## config.mk

```make
export PLATFORM = sky130hd
export DESIGN_NAME = string_run_expander
export DESIGN_NICKNAME = d
export VERILOG_FILES = /design/src/rtl/string_run_expander.sv
export SDC_FILE = /design/constraint.sdc
export NUM_CORES = 1
export LEC_CHECK = 0
export BUFFER_PORTS_ARGS = -buffer_cell sky130_fd_sc_hd__buf_2
export CORE_ASPECT_RATIO = 1.25
export CORE_UTILIZATION = 39
export DETAILED_ROUTE_END_ITERATION = 10
export MAX_ROUTING_LAYER = met4
export PLACE_DENSITY = 0.78
export SYNTH_ARGS = -nofsm -noshare
export SYNTH_HDL_FRONTEND = slang
export SYNTH_SLANG_ARGS = --single-unit
export TNS_END_PERCENT = 20
```

## constraint.sdc

```tcl
create_clock -name clk -period 5 [get_ports clk]
set_input_delay 0.5 -clock clk [delete_from_list [all_inputs] [get_ports clk]]
set_output_delay 0.5 -clock clk [all_outputs]
set_load 0.05 [all_outputs]
```

## src/rtl/string_run_expander.sv

```systemverilog
// Replays each {string, count} run record as `count` consecutive strings on a
// valid/ready stream; zero-count records are consumed silently.
module string_run_expander #(
  parameter int STR_W = 128,
  parameter int CNT_W = 32
) (
  input  logic                   clk,
  input  logic                   reset,
  input  logic                   enable,
  input  logic [STR_W+CNT_W-1:0] InRecord,
  input  logic                   in_valid,
  output logic                   in_ready,
  output logic [STR_W-1:0]       OutString,
  output logic                   out_valid,
  input  logic                   out_ready,
  output logic                   out_last,
  output logic [31:0]            records_done
);

  typedef enum logic {IDLE, EMIT} state_t;

  state_t             state_q, state_d;
  logic [STR_W-1:0]   str_q, str_d;
  logic [CNT_W-1:0]   remaining_q, remaining_d;
  logic               last_q, last_d;
  logic [31:0]        done_q, done_d;

  logic [CNT_W-1:0]   recCount;
  logic [STR_W-1:0]   recString;
  logic               accept;
  logic               ohs;

  assign recCount  = InRecord[CNT_W-1:0];
  assign recString = InRecord[STR_W+CNT_W-1:CNT_W];

  // A new record may enter while idle or on the handshake of the final repetition.
  assign in_ready = enable && ((state_q == IDLE) || (out_ready && last_q));
  assign accept   = in_valid && in_ready;
  assign ohs      = enable && (state_q == EMIT) && out_ready;

  always_ff @(posedge clk) begin
    if (reset) begin
      state_q     <= IDLE;
      str_q       <= '0;
      remaining_q <= '0;
      last_q      <= 1'b0;
      done_q      <= '0;
    end else begin
      state_q     <= state_d;
      str_q       <= str_d;
      remaining_q <= remaining_d;
      last_q      <= last_d;
      done_q      <= done_d;
    end
  end

  always_comb begin
    state_d     = state_q;
    str_d       = str_q;
    remaining_d = remaining_q;
    last_d      = last_q;
    done_d      = done_q;

    if (ohs) begin
      if (last_q) begin
        done_d      = done_q + 32'd1;
        state_d     = IDLE;
        remaining_d = '0;
        last_d      = 1'b0;
      end else begin
        remaining_d = remaining_q - {{(CNT_W-1){1'b0}}, 1'b1};
        last_d      = (remaining_q == {{(CNT_W-2){1'b0}}, 2'd2});
      end
    end

    // accept only fires when idle or retiring, so a zero count leaves IDLE as set above
    if (accept && (recCount != '0)) begin
      state_d     = EMIT;
      str_d       = recString;
      remaining_d = recCount;
      last_d      = (recCount == {{(CNT_W-1){1'b0}}, 1'b1});
    end
  end

  assign OutString    = str_q;
  assign out_valid    = (state_q == EMIT);
  assign out_last     = last_q;
  assign records_done = done_q;

endmodule
```

* Word level (Yosys, flattened, before mapping) *
Cells that the tools add are included.

operators by class
  mux-type cells = 9
  multipliers = 0
  $lt $le $gt $ge = 0
  divide/modulo/power cells = 0
  bitwise operators = 1
  shift-type cells = 0
  equal/unequal tests = 2
  reductions and logical operators = 12
  add/subtract/negate cells = 2

operator list
  cell                                                count
  2-to-1 mux 32 bit                                   3
  adder 32 x 1 -> 32 bit, second input constant       1
  == test 32 x 1 -> 1 bit, second input constant      1
  == test 32 x 2 -> 1 bit, second input constant      1
  nonzero test 32 bit                                 1
  subtractor 32 x 1 -> 32 bit, second input constant  1
  logical AND 1 bit                                   6
  2-to-1 mux 1 bit                                    6
  AND reduction 2 bit                                 2
  nonzero test 2 bit                                  2
  logical OR 1 bit                                    1
  NOT 1 bit                                           1

storage, ports and cells
  input bits = 165
  memories = 0
  bits in writable memories = 0
  flip-flop bits (word level) = 194
  output and inout bits = 163
  latch bits = 0
  word-level logic and storage cells = 31
  memory bits (read-only) = 0

* Longest topological paths before layout *
  depth in word-level cells = 7
  gate-level depth with buffers = 10

* Worst setup path after synthesis *
No wires, ideal clock.

  path kind = reg2reg
  start point = register done_q[10], in the netlist records_done[10]
  end point = register done_q[31], in the netlist records_done[31]
  setup slack = 2.381 ns
  stages on the path, launching flop included = 7
  buffers on the path = 1
  data arrival time = 2.498 ns
  setup time = 0.121 ns
  period minus slack after synthesis = 2.619 ns
  path through = dfxtp_1 > and4_4 > nand4_4 > or4_4 > buf_6 > or3_1 > mux2_4

between the ends
  word-level cells in the longest chain between the ends = 1

ends and longest elaborated chain
  item                    line  RTL
  from (decl)             26    logic [31:0] done_q, done_d;
  from (signal assigned)  53    done_q <= done_d;
  adder 32 x 1 -> 32 bit  66    done_d = done_q + 32'd1;

Every way passes these cells.
A chain may end at the register's enable or synchronous reset.

* Worst setup path in the final report *
  start point = register last_q, in the netlist out_last
  end point = register str_q[118], in the netlist OutString[118]

between the ends
  word-level cells in the longest chain between the ends = 5

ends and longest elaborated chain
  item                    line  RTL
  from (decl)             25    logic last_q, last_d;
  from (signal assigned)  52    last_q <= last_d;
  logical AND 1 bit       37    assign in_ready = enable && ((state_q == IDLE) || (out_ready && last_q));
  logical OR 1 bit        37
  logical AND 1 bit       37
  logical AND 1 bit       38    assign accept = in_valid && in_ready;
  logical AND 1 bit       77    if (accept && (recCount != '0)) begin
  to (signal assigned)    50    str_q <= str_d;
  to (decl)               23    logic [STR_W-1:0] str_q, str_d;

Every way passes these cells.

==> summary.txt <==
STA
  – RSZ-0062 raised after global routing: no
  – Setup_tns: 0 ns
  – Final period util: 62.84%
  – Max Slew Vio Count: 0
  – Final hold viol count: 0
  – Tmin final: 3.142 ns
  – Clk_skew: 0.02136 ns
  – Setup violators final: 0
  – Slew headroom: 24.14%
  – Fmax: 0.3183 GHz
  – Least-Margin Pin Slew: 1.138 ns

Synthesis
  – Post-synth top flop: dfxtp_1
  – FFs w/ async S/R, synth: 0%
  – Mux contribution to synthesized area: 1.091%
  – Synth Cell Area: 8254 um^2
  – Number of synthesized register bits: 194
  – Post-synthesis compound-gate area fraction: 17.01%
  – Adder-cell share of the synthesized area: 0.4548%
  – Syn_nets: 1218
  – Simple-gate area share of the yosys netlist: 27.07%
  – Synth Warn #: 0
  – Main combinational cell family by area after synthesis: simple AND/OR/NAND/NOR gates
  – XOR/XNOR Fraction of Synth Area: 2.759%
  – Synth cell types: 62
  – EDFF count, synth: 0
  – Mean Syn Cell Area: 7.861 um^2
  – Sequential area share after synthesis: 47.05%
  – Cells after Synth: 1050

Clocking
  – CTS tree: built
  – Worst-path clk slew: 0.09 ns
  – Root Buffer: clkbuf_16
  – Maximum clock path buffer count: 2
  – Hold-fix buffers at CTS: 0
  – Post-CTS resize count: 0
  – Skew-Pair Late Insertion Delay: 0.44 ns
  – CTS sink count: 194
  – TritonCTS Buffers: 17
  – H-Tree Depth: 4
  – Post-CTS setup buffer count: 0

Power and ir drop
  – Combinational Power Share: 17.2%
  – Internal: 2.492 mW
  – Peak supply drop: 0.2323 mV
  – Net switching fraction of the power: 32.58%
  – Clock power share: 37.4%
  – Leakage Power: 4.527 nW
  – Power Dens Cells: 348.6 nW/um^2
  – Sequential share of power: 45.4%
  – Switch Pwr: 1.204 mW

Placement
  – Gpl congestion: 0.9089
  – Final HPWL DP: 17510 um
  – Buffers added on ports: 327

Floorplanning
  – Effective utilization at floorplan: 39.65%
  – Vert. Die Dim: 164.7 um
  – Die area: 21750 um^2
  – Die width: 132.1 um
  – Std-Cell Core Area: 20820 um^2
  – Std cell rows: 59
  – IO Pins: 328

GRT
  – GR peak layer: met2
  – GRT Residual Overflow: 0
  – Pin count of the biggest net entering global routing: 150
  – First-pass GRT wire length: 38230 um
  – Initial antenna violation count: 3
  – Vias in the first global route: 7693
  – Routing usage on met3: 4.880%
  – GR Util met2: 38.19%
  – Total global-route track usage: 22.66%
  – Grt met1 use: 25.88%

Finish
  – Commonest non-fill, non-tap cell in the layout: buf_2
  – Area grow syn2layout: 28.45%
  – Nets: 1492
  – Finished Core Util: 50.93%
  – Share of cells above drive strength 1: 28.65%
  – Most frequent cells in the layout: buf_2 (326), nand2_1 (285), dfxtp_1 (194)

Flow run
  – Max-Cap Viols: 0

Worst setup path
  – Critical path depth: 6
  – Crit start category: register
  – CP max stage cell: dfxtp_1
  – Crit Path Max Fanout: 133
  – CP Data Required Time: 5.35 ns
  – Crit Path Class: reg -> reg
  – CP Cell Sequence: a21bo_2 > and3_1 > o31a_2 > buf_12 > nand2_1 > a21oi_1
  – Worst setup EP type: register
  – Slowest stage delay, CP: 0.78 ns
  – Reg2Reg Depth: 6
  – WP buf/inv: 1
  – Top delay family on crit path: compound AO/OA/AOI/OAI gates
  – Arr. time, crit path: 3.50 ns

Drt
  – DR pass1 iterations: 5
  – Vias per cell: 5.217
  – Routed vias: 8421
  – DR iter-0 viols: 470
  – WL final: 24970 um
  – Drt drc: 0
  – Post-DRT Antenna Nets: 0
  – Routed len/inst: 15.47 um

Hold path
  – Hold path depth: 3
  – Worst min path class: in -> reg

Status
  – Outcome: finished, final reports clean
[cell families after synthesis]
| logic type | after synthesis |
|---|---|
| xor+xnor | 26 |
| compound gates | 241 |
| buf+inv | 91 |
| mux | 8 |
| flops | 194 |
| simple gates | 487 |
| fa+ha+maj | 3 |
[worst register-to-register path: stages, from the launching register on]
cell     delay [ns]
dfxtp_1        0.78
a21bo_2        0.24
and3_1         0.66
o31a_2         0.47
buf_12         0.39
nand2_1        0.37
a21oi_1        0.16
[synthesized netlist by cell type, drive strengths merged (2+ instances only)]
cell | count | share of area (%)
xor2 | 8 | 0.85
nand4 | 19 | 1.8
clkbuf | 51 | 2.3
nor2 | 55 | 2.5
dfxtp | 194 | 47
a31oi | 3 | 0.23
nor3 | 29 | 1.8
o211ai | 2 | 0.18
a21oi | 159 | 9.6
nand3 | 13 | 0.79
nand2 | 286 | 13
mux2 | 5 | 0.73
o21ai | 20 | 1.2
nor4 | 34 | 2.7
inv | 13 | 0.59
ha | 3 | 0.45
nor2b | 3 | 0.23
o2111ai | 2 | 0.21
a22oi | 5 | 0.45
and3 | 11 | 0.83
and4 | 5 | 0.56
o41ai | 2 | 0.21
nand3b | 4 | 0.36
xnor2 | 18 | 1.9
a211oi | 14 | 1.3
o31a | 5 | 0.53
nand2b | 3 | 0.23
a221oi | 2 | 0.21
or4 | 5 | 0.50
mux2i | 3 | 0.36
and2 | 2 | 0.15
a21boi | 2 | 0.18
or3 | 12 | 0.91
buf | 27 | 1.7
o21a | 2 | 0.18
and4b | 2 | 0.24
a32oi | 9 | 0.96
a2bb2oi | 3 | 0.32
[stage by stage]
stage | worst slack [ns] | total power, mW | instances | hold WS [ns] | cell area, um^2
final | 1.858 | 3.696 | 1614 | 0.2848 | 10600
after global routing | 1.727 | 3.861 | 1614 | 0.2709 | 10600
after CTS | 1.897 | 3.732 | 1611 | 0.2682 | 10600
after detailed placement | 1.895 | 2.347 | 1579 | 0.4434 | 9985
after global placement | 1.938 | 2.333 | 1579 | 0.4381 | 9985
after floorplan | 2.381 | 2.151 | 1050 | 0.5081 | 8254
[registers in the layout, indices dropped and copies added, names as in the netlist]
signal        count
records_done     32
remaining_q      32
out_last          1
OutString       128
out_valid         1
[layout make-up]
class / instances / area, um^2
clock buffers: 17 / 425.4
repair buffers: 333 / 1700
fillers: 2035 / 10210
inverters: 13 / 48.80
flip-flops and latches: 194 / 3884
well taps: 274 / 342.8
clock inverters: 15 / 185.2
multi-input cells: 765 / 4009
diodes: 3 / 7.507
[path summary, 6_finish.rpt]
path / from / to / slack [ns]
max: out_last$_SDFFE_PP0P_ / OutString[118]$_SDFFE_PP0P_ / 1.86
min: InRecord[66] / OutString[34]$_SDFFE_PP0P_ / 0.28
max reg2reg: out_last$_SDFFE_PP0P_ / OutString[118]$_SDFFE_PP0P_ / 1.86
min reg2reg: OutString[5]$_SDFFE_PP0P_ / OutString[5]$_SDFFE_PP0P_ / 0.45
[per-layer routing]
metal	share of wire, %	up-vias	wire length (um)
met3	5.6	48	1407
li1	-	4194	-
met2	49	275	12330
met5	0	-	0
met1	42	3904	10500
met4	2.9	0	729
[power by group through the flow]
stage	clock, mW	sequential [mW]	combinational [mW]
floorplan	0	1.87	0.283
global placement	0	1.71	0.624
detailed placement	0	1.71	0.633
CTS	1.42	1.68	0.634
global route	1.48	1.69	0.689
finish	1.38	1.68	0.635
No activity file was read; power rests on OpenSTA's default activity.
